===== src/rtl/i2c_arb_pkg.sv =====
// Shared types for the I2C transaction arbiter: FSM states, the fixed-depth
// byte array used on the master data bus, and the latched command record.
package i2c_arb_pkg;

  localparam int MAX_BYTES = 10;
  localparam int LEN_W     = 10;

  typedef logic [MAX_BYTES-1:0][7:0] byte_arr_t;

  typedef enum logic [2:0] {
    IDLE      = 3'd0,
    LATCH     = 3'd1,
    START     = 3'd2,
    WAIT_BUSY = 3'd3,
    RUN       = 3'd4,
    FINISH    = 3'd5
  } arb_state_t;

  typedef struct packed {
    logic             rw;
    logic [6:0]       addr;
    logic [LEN_W-1:0] len;
    byte_arr_t        data;
  } cmd_t;

  // A transfer must move at least one byte and fit the master data bus.
  function automatic logic len_legal(input logic [LEN_W-1:0] len);
    return (len != 10'd0) && (len <= LEN_W'(MAX_BYTES));
  endfunction

endpackage


===== src/rtl/i2c_txn_arbiter_if.sv =====
// Requester-side and I2C-master-side signals of the arbiter. The slave modport
// is the arbiter's view; the master modport is the environment's view.
interface i2c_txn_arbiter_if #(
  parameter int NUM_REQ = 4
);
  import i2c_arb_pkg::*;

  logic [NUM_REQ-1:0]            req;
  logic [NUM_REQ-1:0]            req_rw;
  logic [NUM_REQ-1:0][6:0]       req_addr;
  logic [NUM_REQ-1:0][LEN_W-1:0] req_len;
  byte_arr_t [NUM_REQ-1:0]       req_data;
  logic [NUM_REQ-1:0]            gnt;
  logic [NUM_REQ-1:0]            done;
  byte_arr_t                     rsp_data;
  logic                          rsp_ack_err;
  logic                          rsp_tmo;
  logic                          rsp_len_err;

  logic                          m_en;
  logic [LEN_W-1:0]              m_no_of_bytes;
  logic                          m_read_write;
  logic [6:0]                    m_slave_addr;
  byte_arr_t                     m_data_in;
  byte_arr_t                     m_data_out;
  logic                          m_busy;
  logic                          m_ack_error;

  modport slave (
    input  req, req_rw, req_addr, req_len, req_data,
    input  m_data_out, m_busy, m_ack_error,
    output gnt, done, rsp_data, rsp_ack_err, rsp_tmo, rsp_len_err,
    output m_en, m_no_of_bytes, m_read_write, m_slave_addr, m_data_in
  );

  modport master (
    output req, req_rw, req_addr, req_len, req_data,
    output m_data_out, m_busy, m_ack_error,
    input  gnt, done, rsp_data, rsp_ack_err, rsp_tmo, rsp_len_err,
    input  m_en, m_no_of_bytes, m_read_write, m_slave_addr, m_data_in
  );

endinterface


===== src/rtl/i2c_rr_picker.sv =====
// Rotating priority picker: first asserted request at or after ptr, wrapping.
module i2c_rr_picker #(
  parameter int NUM_REQ = 4,
  parameter int IDX_W   = $clog2(NUM_REQ)
) (
  input  logic [NUM_REQ-1:0] req,
  input  logic [IDX_W-1:0]   ptr,
  output logic               valid,
  output logic [NUM_REQ-1:0] onehot,
  output logic [IDX_W-1:0]   idx
);

  // Scan requesters in rotated order, keeping the first hit.
  always_comb begin
    int               cand;
    logic [IDX_W-1:0] cand_idx;
    logic             hit;
    valid    = 1'b0;
    idx      = '0;
    cand     = 32'sd0;
    cand_idx = '0;
    hit      = 1'b0;
    for (int i = 0; i < NUM_REQ; i++) begin
      cand     = (int'(ptr) + i) % NUM_REQ;
      cand_idx = cand[IDX_W-1:0];
      hit      = req[cand_idx] && !valid;
      idx      = hit ? cand_idx : idx;
      valid    = valid || req[cand_idx];
    end
  end

  assign onehot = valid ? (NUM_REQ'(1) << idx) : '0;

endmodule


===== src/rtl/i2c_txn_arbiter.sv =====
// Round-robin scheduler sharing one I2C master command port between NUM_REQ
// requesters; the master data-bus depth is fixed by i2c_arb_pkg::MAX_BYTES.
module i2c_txn_arbiter
  import i2c_arb_pkg::*;
#(
  parameter int NUM_REQ   = 4,
  parameter int START_TMO = 255
) (
  input  logic              clk,
  input  logic              reset,
  i2c_txn_arbiter_if.slave  bus
);

  localparam int IDX_W = $clog2(NUM_REQ);
  localparam int TMO_W = $clog2(START_TMO + 1);
  localparam logic [TMO_W-1:0] TMO_LIMIT = TMO_W'(START_TMO);

  arb_state_t         state_r;
  logic [IDX_W-1:0]   ptr_r;
  logic [IDX_W-1:0]   win_idx_r;
  logic [NUM_REQ-1:0] gnt_r;
  logic [NUM_REQ-1:0] done_r;
  logic               m_en_r;
  cmd_t               cmd_r;
  logic [TMO_W-1:0]   tmo_cnt_r;
  byte_arr_t          rsp_data_r;
  logic               rsp_ack_err_r;
  logic               rsp_tmo_r;
  logic               rsp_len_err_r;

  logic               pick_valid_s;
  logic [NUM_REQ-1:0] pick_onehot_s;
  logic [IDX_W-1:0]   pick_idx_s;
  cmd_t               sel_cmd_s;

  i2c_rr_picker #(
    .NUM_REQ (NUM_REQ),
    .IDX_W   (IDX_W)
  ) u_picker (
    .req    (bus.req),
    .ptr    (ptr_r),
    .valid  (pick_valid_s),
    .onehot (pick_onehot_s),
    .idx    (pick_idx_s)
  );

  // Command fields of the requester chosen in IDLE.
  always_comb begin
    sel_cmd_s.rw   = bus.req_rw[win_idx_r];
    sel_cmd_s.addr = bus.req_addr[win_idx_r];
    sel_cmd_s.len  = bus.req_len[win_idx_r];
    sel_cmd_s.data = bus.req_data[win_idx_r];
  end

  // Transaction FSM; every output comes straight from a register.
  always_ff @(posedge clk or negedge reset) begin
    if (!reset) begin
      state_r       <= IDLE;
      ptr_r         <= '0;
      win_idx_r     <= '0;
      gnt_r         <= '0;
      done_r        <= '0;
      m_en_r        <= 1'b0;
      cmd_r         <= '0;
      tmo_cnt_r     <= '0;
      rsp_data_r    <= '0;
      rsp_ack_err_r <= 1'b0;
      rsp_tmo_r     <= 1'b0;
      rsp_len_err_r <= 1'b0;
    end else begin
      done_r <= '0;
      m_en_r <= 1'b0;
      case (state_r)
        IDLE: begin
          // A busy master here means another bus owner; do not start.
          if (pick_valid_s && !bus.m_busy) begin
            win_idx_r <= pick_idx_s;
            gnt_r     <= pick_onehot_s;
            state_r   <= LATCH;
          end
        end
        LATCH: begin
          cmd_r <= sel_cmd_s;
          ptr_r <= (win_idx_r == IDX_W'(NUM_REQ - 1)) ? '0 : win_idx_r + IDX_W'(1);
          if (len_legal(sel_cmd_s.len)) begin
            m_en_r  <= 1'b1;
            state_r <= START;
          end else begin
            rsp_len_err_r <= 1'b1;
            rsp_tmo_r     <= 1'b0;
            rsp_ack_err_r <= 1'b0;
            done_r        <= gnt_r;
            state_r       <= FINISH;
          end
        end
        START: begin
          tmo_cnt_r <= '0;
          state_r   <= WAIT_BUSY;
        end
        WAIT_BUSY: begin
          if (bus.m_busy) begin
            state_r <= RUN;
          end else if (tmo_cnt_r + TMO_W'(1) == TMO_LIMIT) begin
            rsp_tmo_r     <= 1'b1;
            rsp_ack_err_r <= 1'b0;
            rsp_len_err_r <= 1'b0;
            done_r        <= gnt_r;
            state_r       <= FINISH;
          end else begin
            tmo_cnt_r <= tmo_cnt_r + TMO_W'(1);
          end
        end
        RUN: begin
          // ack_error is only meaningful at the falling edge of busy.
          if (!bus.m_busy) begin
            if (cmd_r.rw) begin
              rsp_data_r <= bus.m_data_out;
            end
            rsp_ack_err_r <= bus.m_ack_error;
            rsp_tmo_r     <= 1'b0;
            rsp_len_err_r <= 1'b0;
            done_r        <= gnt_r;
            state_r       <= FINISH;
          end
        end
        FINISH: begin
          gnt_r   <= '0;
          state_r <= IDLE;
        end
        default: begin
          gnt_r   <= '0;
          state_r <= IDLE;
        end
      endcase
    end
  end

  assign bus.gnt           = gnt_r;
  assign bus.done          = done_r;
  assign bus.rsp_data      = rsp_data_r;
  assign bus.rsp_ack_err   = rsp_ack_err_r;
  assign bus.rsp_tmo       = rsp_tmo_r;
  assign bus.rsp_len_err   = rsp_len_err_r;
  assign bus.m_en          = m_en_r;
  assign bus.m_no_of_bytes = cmd_r.len;
  assign bus.m_read_write  = cmd_r.rw;
  assign bus.m_slave_addr  = cmd_r.addr;
  assign bus.m_data_in     = cmd_r.data;

endmodule

===== src/flat_wrapper.sv =====
// flat-port wrapper written by rule: the top's interface ports become plain ports
module i2c_txn_arbiter_flat import i2c_arb_pkg::*;
#(
  parameter int NUM_REQ   = 4,
  parameter int START_TMO = 255
)
  (clk, reset, bus_req, bus_req_rw, bus_req_addr, bus_req_len, bus_req_data, bus_m_data_out, bus_m_busy, bus_m_ack_error, bus_gnt, bus_done, bus_rsp_data, bus_rsp_ack_err, bus_rsp_tmo, bus_rsp_len_err, bus_m_en, bus_m_no_of_bytes, bus_m_read_write, bus_m_slave_addr, bus_m_data_in);
  i2c_txn_arbiter_if #(.NUM_REQ(NUM_REQ)) bus_i ();
  input  logic clk;
  input  logic reset;
  input wire logic [$bits(bus_i.req)-1:0] bus_req;
  input wire logic [$bits(bus_i.req_rw)-1:0] bus_req_rw;
  input wire logic [$bits(bus_i.req_addr)-1:0] bus_req_addr;
  input wire logic [$bits(bus_i.req_len)-1:0] bus_req_len;
  input wire logic [$bits(bus_i.req_data)-1:0] bus_req_data;
  input wire logic [$bits(bus_i.m_data_out)-1:0] bus_m_data_out;
  input wire logic [$bits(bus_i.m_busy)-1:0] bus_m_busy;
  input wire logic [$bits(bus_i.m_ack_error)-1:0] bus_m_ack_error;
  output wire logic [$bits(bus_i.gnt)-1:0] bus_gnt;
  output wire logic [$bits(bus_i.done)-1:0] bus_done;
  output wire logic [$bits(bus_i.rsp_data)-1:0] bus_rsp_data;
  output wire logic [$bits(bus_i.rsp_ack_err)-1:0] bus_rsp_ack_err;
  output wire logic [$bits(bus_i.rsp_tmo)-1:0] bus_rsp_tmo;
  output wire logic [$bits(bus_i.rsp_len_err)-1:0] bus_rsp_len_err;
  output wire logic [$bits(bus_i.m_en)-1:0] bus_m_en;
  output wire logic [$bits(bus_i.m_no_of_bytes)-1:0] bus_m_no_of_bytes;
  output wire logic [$bits(bus_i.m_read_write)-1:0] bus_m_read_write;
  output wire logic [$bits(bus_i.m_slave_addr)-1:0] bus_m_slave_addr;
  output wire logic [$bits(bus_i.m_data_in)-1:0] bus_m_data_in;
  assign bus_i.req = bus_req;
  assign bus_i.req_rw = bus_req_rw;
  assign bus_i.req_addr = bus_req_addr;
  assign bus_i.req_len = bus_req_len;
  assign bus_i.req_data = bus_req_data;
  assign bus_i.m_data_out = bus_m_data_out;
  assign bus_i.m_busy = bus_m_busy;
  assign bus_i.m_ack_error = bus_m_ack_error;
  assign bus_gnt = bus_i.gnt;
  assign bus_done = bus_i.done;
  assign bus_rsp_data = bus_i.rsp_data;
  assign bus_rsp_ack_err = bus_i.rsp_ack_err;
  assign bus_rsp_tmo = bus_i.rsp_tmo;
  assign bus_rsp_len_err = bus_i.rsp_len_err;
  assign bus_m_en = bus_i.m_en;
  assign bus_m_no_of_bytes = bus_i.m_no_of_bytes;
  assign bus_m_read_write = bus_i.m_read_write;
  assign bus_m_slave_addr = bus_i.m_slave_addr;
  assign bus_m_data_in = bus_i.m_data_in;
  i2c_txn_arbiter #(.NUM_REQ(NUM_REQ), .START_TMO(START_TMO)) u_core (.clk(clk), .reset(reset), .bus(bus_i));
endmodule

===== config.mk =====
export PLATFORM = sky130hd
export DESIGN_NAME = i2c_txn_arbiter_flat
export DESIGN_NICKNAME = d
export VERILOG_FILES = /design/src/rtl/i2c_arb_pkg.sv /design/src/rtl/i2c_txn_arbiter_if.sv /design/src/rtl/i2c_rr_picker.sv /design/src/rtl/i2c_txn_arbiter.sv /design/src/flat_wrapper.sv
export SDC_FILE = /design/constraint.sdc
export NUM_CORES = 1
export LEC_CHECK = 0
export BUFFER_PORTS_ARGS = -buffer_cell sky130_fd_sc_hd__buf_4
export CAP_MARGIN = 20
export CORE_AREA = 2 2 260 262
export DETAILED_ROUTE_END_ITERATION = 8
export DIE_AREA = 0 0 262 264
export PLACE_DENSITY = 0.46
export SLEW_MARGIN = 20
export SYNTH_ARGS = -nofsm -noshare
export SYNTH_HDL_FRONTEND = slang
export SYNTH_SLANG_ARGS = --single-unit

===== constraint.sdc =====
create_clock -name clk -period 2.58 [get_ports clk]
set_input_delay 0.258 -clock clk [delete_from_list [all_inputs] [get_ports clk]]
set_output_delay 0.258 -clock clk [all_outputs]
set_load 0.05 [all_outputs]

==> impl_results.md, run 1 <==
* Status: finished clean
* Slew at the pin closest to its max-slew limit at 0.818 ns
* Number of placed instances with taps included at 2174
* Worst skew pair latency at 0.55 ns
* H-tree depth at 1
* Largest net degree at the start of global routing at 73
* Max Cap Viol at 0
* Peak Freq at 408 MHz
* Tmin final at 2.45 ns
* Lkg Pwr at 8.38 nW
* Post-Syn Area per Cell at 15.9 sq um
* Commonest non-fill, non-tap cell in the layout: buf_4
* CTS sink cnt at 205
* Number of routed nets with antenna violations at 0
* WL/cell at 17.8 um
* Rel. slew slack at 45.5%
* Setup TNS Final at 0 ns
* Worst r2r dst: u_core.bus.done[0]$_DFF_PN0_
* Pwr per Cell Area at 1330 nW/um^2
* Crit path launch type: flip-flop
* Area after DPL at 16600 sq um
* Row cnt at 95
* Fin. Hold Viols at 0
* Nets at 1898
* Initial antenna violation count at 3
* GRT met3 Usage at 3.32%
* Final Skew at 0.0211 ns
* GPL Wtd Cong at 0.819
* Hold Path End: u_core.bus.rsp_ack_err$_DFFE_PN0P_
* Pre-CTS WS at -0.0581 ns
* Peak VDD IR at 652 uV
* Drt via density at 3.85
* DP HPWL at 32.7 mm
* Multi-input logic area at 5020 sq um
* Met1 Resource Use GR at 12.1%
* Syn nets at 1136
* Num ports at 670
* Yosys warns at 0
* Busiest grt layer: met2
* Setup violators final at 0
* Iter 0 DRT Violations at 238
* Die area at 69200 sq um
* Clock slew at reported path FFs at 0.06 ns
* Critical path endpoint category: flip-flop
* Share of layout cells above drive strength 1 at 71.7%
* Min-delay src: bus_m_busy
* Tot GR Track Use at 11.2%
* Finished Layout Cells at 2308
* Distinct cells, synth at 45
* Post-synthesis sequential area ratio at 49.5%
* Iteration count of the initial detailed-routing pass at 4
* Width of the die at 262 um
* Vias at 8886
* DRT Wirelength at 41.0 mm
* Worst Setup Path Type: flip-flop to flip-flop
* Final slew viol count at 0
* Remaining Overflow, GRT at 0
* Flops & latches, synth at 205
* Crit path DAT at 2.93 ns
* M2 GR Usage at 20.6%
* Core ar. at 66600 sq um
* Minimum setup slack in the final design at 0.126 ns
* Chip height at 264 um
* Starting Density at 15.6%
* CTS buffer count at 26
* Worst reg2reg path depth at 7
* Flip-flop and latch area at 5140 sq um
* TritonCTS clock tree: yes
* Flop2flop setup slack at 0.13 ns
* Worst-path maximum fanout at 8
* Clock buffer depth at 3
* Hold crit path type: input pin to flip-flop
* Critical R2R Launch: u_core.win_idx_r[0]$_DFFE_PN0P_
* Post-Syn Area at 10400 sq um
* PortBufs at 669
* First-pass GRT wire length at 59.3 mm
* Clk root buf: clkbuf_16
* Fillers at 6879
* DRC viols at 0
* Final worst path period share at 95.1%
* Synthesis-to-layout area growth at 77.6%
* Mapped Cells at 653
* Vias in the first global route at 9811
* Design area at 18400 sq um
* Worst endpoint required time at 3.05 ns
* Hold path cells at 4
* Commonest non-fill, non-tap cells in the layout: buf_4, dfrtp_1, mux2_2, mux4_2, dlygate4sd3_1
-- state kept, by name (all words and copies together) (netlist names) --
register,flops
u_core.bus.done,4
u_core.bus.gnt,4
u_core.bus.m_data_in,80
u_core.bus.m_en,1
u_core.bus.m_no_of_bytes,10
u_core.bus.m_read_write,1
u_core.bus.m_slave_addr,7
u_core.bus.rsp_ack_err,1
u_core.bus.rsp_data,80
u_core.bus.rsp_len_err,1
u_core.bus.rsp_tmo,1
u_core.ptr_r,2
u_core.state_r,3
u_core.tmo_cnt_r,8
u_core.win_idx_r,2
-- worst max-delay path by stage --
| stage | startpoint | end | cells past startpoint |
|---|---|---|---|
| after floorplan | u_core.tmo_cnt_r[0]$_DFFE_PN0P_ | u_core.tmo_cnt_r[5]$_DFFE_PN0P_ | 8 |
| after global placement | u_core.win_idx_r[0]$_DFFE_PN0P_ | u_core.bus.done[2]$_DFF_PN0_ | 7 |
| after detailed placement | u_core.win_idx_r[0]$_DFFE_PN0P_ | u_core.bus.done[0]$_DFF_PN0_ | 7 |
| after CTS | u_core.win_idx_r[0]$_DFFE_PN0P_ | u_core.bus.done[0]$_DFF_PN0_ | 7 |
| after global routing | u_core.win_idx_r[0]$_DFFE_PN0P_ | u_core.bus.rsp_ack_err$_DFFE_PN0P_ | 7 |
| final | u_core.win_idx_r[0]$_DFFE_PN0P_ | u_core.bus.done[0]$_DFF_PN0_ | 7 |
-- synthesized netlist by cell type, drive strengths merged --
library cell | n | area [sq um]
a211o | 1 | 8.76
or4b | 1 | 10.0
nor4 | 2 | 12.5
a211oi | 1 | 7.51
and2 | 4 | 25.0
nand3 | 8 | 40.0
o211ai | 2 | 20.0
nand4b | 2 | 17.5
mux4 | 98 | 2230
mux2 | 182 | 2050
dfrtp | 205 | 5130
o21a | 1 | 7.51
nor3 | 2 | 10.0
mux2i | 5 | 50.1
o31ai | 6 | 45.0
clkbuf | 16 | 60.1
a22o | 6 | 52.6
nor2 | 11 | 41.3
buf | 31 | 146
nand4 | 2 | 18.8
a21oi | 7 | 35.0
inv | 7 | 26.3
o21ai | 9 | 45.0
or4 | 1 | 7.51
nor2b | 2 | 12.5
or2 | 2 | 12.5
a32oi | 1 | 8.76
ha | 3 | 37.5
and4 | 1 | 8.76
o211a | 1 | 10.0
nand2 | 16 | 60.1
o22ai | 1 | 6.26
and3 | 4 | 25.0
nor3b | 3 | 22.5
o22a | 1 | 8.76
o41ai | 1 | 8.76
nand2b | 5 | 33.8
a31oi | 1 | 6.26
or3b | 1 | 8.76
-- kinds of logic (layout without fill, tap and decap cells) --
group,after synthesis,count (layout),synth area share [%]
DFF,205,205,49.5
muxes,285,285,41.7
other,0,2,0
AOI/OAI and AO/OA,39,39,2.61
and+or+nand+nor,67,67,3.54
adders and majority gates,3,3,0.362
buffers and inverters,54,834,2.25
-- layout make-up --
type / instances / share of cell area, %
inverters: 7 / 0.143
clock inverters: 11 / 1.03
clock buffers: 35 / 4.11
well taps: 873 / 5.93
diodes: 2 / 0.0272
repair buffers: 781 / 33.6
flip-flops and latches: 205 / 27.9
multi-input cells: 394 / 27.3
-- report_power, final --
part           switching, mW  internal (mW)  leakage, nW
clock network           1.46           2.54        0.463
logic                   8.70           5.90         5.48
registers              0.971           4.83         2.44
-- per-layer routing --
layer	up-vias	wire [um]	share of wire (%)
li1	4061	-	-
met1	4320	14900	36
met2	443	21200	52
met3	60	3690	9.0
met4	2	1260	3.1
met5	-	10	0.024
-- critical path, stage by stage, from the launching register on --
cell and delay [ns]:
dfrtp_4 0.50, buf_12 0.14, mux4_2 0.53, or4_1 0.59, nand4_4 0.19, nand2b_2 0.11, o211ai_2 0.14, and2_1 0.17
-- timing repair --
| action | in CTS | in global routing |
|---|---|---|
| hold buffers | 82 | 0 |
| buffers inserted | 4 | 0 |
| resized for setup | 0 | 2 |
| setup endpoints to repair | 5 | 5 |
| cloned | 0 | 0 |
| hold endpoints to repair | 148 | 0 |
-- stage by stage --
stage	utilization (%)	power, mW	hold slack, ns
4_1_cts	27.6	24.9	0.0704
2_1_floorplan	-	15.7	-0.0376
3_5_place_dp	24.9	20.5	0.317
3_3_place_gp	24.9	20.5	0.310
6_report	27.7	24.4	0.0999
5_1_grt	27.7	25.8	0.0945
Power figures use the tool's default switching activity.
==> run 2, diff against run 1 <==
--- a/config.mk
+++ b/config.mk
@@ -10,6 +10,7 @@
 export CORE_AREA = 2 2 260 262
 export DETAILED_ROUTE_END_ITERATION = 8
 export DIE_AREA = 0 0 262 264
+export GPL_TIMING_DRIVEN = 0
 export PLACE_DENSITY = 0.46
 export SLEW_MARGIN = 20
 export SYNTH_ARGS = -nofsm -noshare
==> run 2 against run 1 <==
Count of clock-buffer cells in the layout increased by 4; routed wire length increased by 8.2%; flip-flop and latch count unchanged; hold slack worse by 0.027 ns; clock skew fell by 0.0063 ns; non-clock buffer count is 20 higher; die area unchanged; critical endpoint is now u_core.tmo_cnt_r[5]$_DFFE_PN0P_; highest routed layer is now met4.
==> impl_results.md, run 2 (same netlist as run 1, synthesis figures left out) <==
* Status: finished clean
* Nets at 1918 (+1.1%)
* CTS sink cnt at 205 (unchanged)
* Core ar. at 66600 sq um (unchanged)
* Min-delay src: bus_m_busy
* Final worst path period share at 94.6% (-0.50 points)
* Crit. Startpoint: u_core.tmo_cnt_r[1]$_DFFE_PN0P_
* Share of layout cells above drive strength 1 at 70.8% (-0.92 points)
* Largest net degree at the start of global routing at 87 (+19%)
* TritonCTS clock tree: yes
* Iteration count of the initial detailed-routing pass at 4 (unchanged)
* Iter 0 DRT Violations at 333 (+40%)
* PortBufs at 669 (unchanged)
* DRC viols at 0 (unchanged)
* Worst endpoint required time at 3.01 ns (-0.04 ns)
* Row cnt at 95 (unchanged)
* Critical R2R Launch: u_core.tmo_cnt_r[1]$_DFFE_PN0P_
* Sw frac at 46.5% (+0.82 points)
* Tmin final at 2.44 ns (-0.0128 ns)
* GPL Wtd Cong at 0.825 (+0.72%)
* Peak VDD IR at 519 uV (-20%)
* Remaining Overflow, GRT at 0 (unchanged)
* Clk root buf: clkbuf_16
* Number of routed nets with antenna violations at 0 (unchanged)
* Lkg Pwr at 8.36 nW (-0.26%)
* Comb pwr share at 60.7% (+0.9 points)
* CTS buffer count at 26 (unchanged)
* Num ports at 670 (unchanged)
* Die area at 69200 sq um (unchanged)
* DP HPWL at 36.2 mm (+11%)
* Initial antenna violation count at 10 (+7)
* Tot GR Track Use at 12.2% (+0.97 points)
* Worst-path maximum fanout at 10 (+2)
* Final core occ at 27.7% (about the same)
* Commonest non-fill, non-tap cell in the layout: buf_4
* Power Total at 24.7 mW (+1.1%)
* P_int at 13.2 mW (-0.40%)
* Peak Freq at 410 MHz (+0.52%)
* Max Cap Viol at 0 (unchanged)
* Commonest non-fill, non-tap cells in the layout: buf_4, dfrtp_1, mux2_2, mux4_2, dlygate4sd3_1
* Vias at 9078 (+2.2%)
* Switching pwr at 11.5 mW (+3.0%)
* Clock Power Share at 16.0% (-0.4 points)
* Setup TNS Final at 0 ns (unchanged)
* Hold crit path type: input pin to flip-flop
* RSZ-0062 raised after global routing: no
* Final slew viol count at 0 (unchanged)
* DRT Wirelength at 44.4 mm (+8.2%)
* Width of the die at 262 um (unchanged)
* Synthesis-to-layout area growth at 77.8% (about the same)
* Fin. Hold Viols at 0 (unchanged)
* WL/cell at 19.0 um (+7.0%)
* Pre-CTS WS at -1.24 ns (-1.18 ns)
* Crit-path cells: ha_1 -> and3_1 -> a32oi_1 -> nand3_1 -> a21oi_2 -> clkbuf_4 -> nor2_1 -> a211o_1
* Setup violators final at 0 (unchanged)
* Rel. slew slack at 44.4% (-1.0 points)
* Worst skew pair latency at 0.56 ns (about the same)
* Slew at the pin closest to its max-slew limit at 0.823 ns (+0.00447 ns)
* Starting Density at 15.6% (unchanged)
* Sequential Power Share at 23.2% (-0.6 points)
* Clock buffer depth at 3 (unchanged)
* Final Skew at 0.0147 ns (-0.00634 ns)
* Slowest cell on the critical path: dfrtp_1
* Chip height at 264 um (unchanged)
* First-pass GRT wire length at 62.7 mm (+5.7%)
* Final hold slack at 0.0731 ns (-0.0267 ns)
* Worst Setup Path Type: flip-flop to flip-flop
* Crit path launch type: flip-flop
* Pwr per Cell Area at 1340 nW/um^2 (+1.0%)
* Vias in the first global route at 10100 (+3.3%)
* Minimum setup slack in the final design at 0.139 ns (+0.0128 ns)
* Critical path endpoint category: flip-flop
* Max incr delay on CP at 0.44 ns (-0.15 ns)
* Clock slew at reported path FFs at 0.06 ns (about the same)
* Crit path DAT at 2.87 ns (-0.06 ns)
* H-tree depth at 1 (unchanged)
* Drt via density at 3.89 (+1.1%)
[run 2: cell types whose count changed in the layout (fill, tap and decap cells not counted), sizes merged]
cell      before  now
diode          2    7
buf          699  702
clkbuf        35   56
clkinv         5    1
clkinvlp       1    2
bufinv         5    4
[run 2: power groups by stage]
stage / clock network (mW) / logic (mW) / registers (mW)
final: 3.96 / 15.0 / 5.73
after global routing: 4.27 / 15.8 / 5.94
after CTS: 4.14 / 15.3 / 5.76
after detailed placement: 0 / 15.0 / 5.78
after global placement: 0 / 15.0 / 5.74
after floorplan: 0 / 4.81 / 10.9
[run 2: metrics by stage]
step,instance area (sq um),instances
2_1_floorplan,10400,653
3_3_place_gp,16500,2195
3_5_place_dp,16500,2197
4_1_cts,18400,2326
5_1_grt,18400,2332
6_report,18400,2333
[run 2: worst max-delay path: cells and delay by family (launching register included)]
family	cells	cell delay [ns]
DFF	1	0.44
adders and majority gates	1	0.29
AOI/OAI and AO/OA	3	0.83
and+or+nand+nor	3	0.47
buffers and inverters	1	0.29
[run 2: timing repair]
| item | CTS | global route |
|---|---|---|
| gates resized for setup | 24 | 13 |
| hold endpoints to repair | 140 | 0 |
| hold buffers | 82 | 0 |
| setup endpoints to repair | 104 | 134 |
| pin swaps | 1 | 0 |
| setup buffers | 2 | 0 |
[run 2: routing by layer]
metal | track usage (%) | part of all wire, %
met5 | 0 | 0
met4 | 4.76 | 3.6
met3 | 3.02 | 7.9
met2 | 22.6 | 52
met1 | 13.1 | 36
[run 2: worst paths after layout]
kind,depth (start not counted),end,slack [ns]
worst max-delay path,8,u_core.tmo_cnt_r[5]$_DFFE_PN0P_,0.14
worst min-delay path,4,u_core.bus.rsp_ack_err$_DFFE_PN0P_,0.07
worst max register to register,8,u_core.tmo_cnt_r[5]$_DFFE_PN0P_,0.14
worst min register to register,1,u_core.bus.m_data_in[41]$_DFFE_PN0P_,0.50
max in group asynchronous,3,u_core.bus.m_data_in[50]$_DFFE_PN0P_,1.58
min in group asynchronous,2,u_core.bus.rsp_data[14]$_DFFE_PN0P_,0.20
[run 2: final cells by class]
| type | instances | area (sq um) |
|---|---|---|
| fillers | 6906 | 48100 |
| repair buffers | 755 | 5920 |
| flip-flops and latches | 205 | 5130 |
| multi-input cells | 394 | 5030 |
| well taps | 873 | 1090 |
| clock buffers | 39 | 791 |
| plain buffers | 46 | 268 |
| clock inverters | 7 | 140 |
| inverters | 7 | 26.3 |
| diodes | 7 | 17.5 |
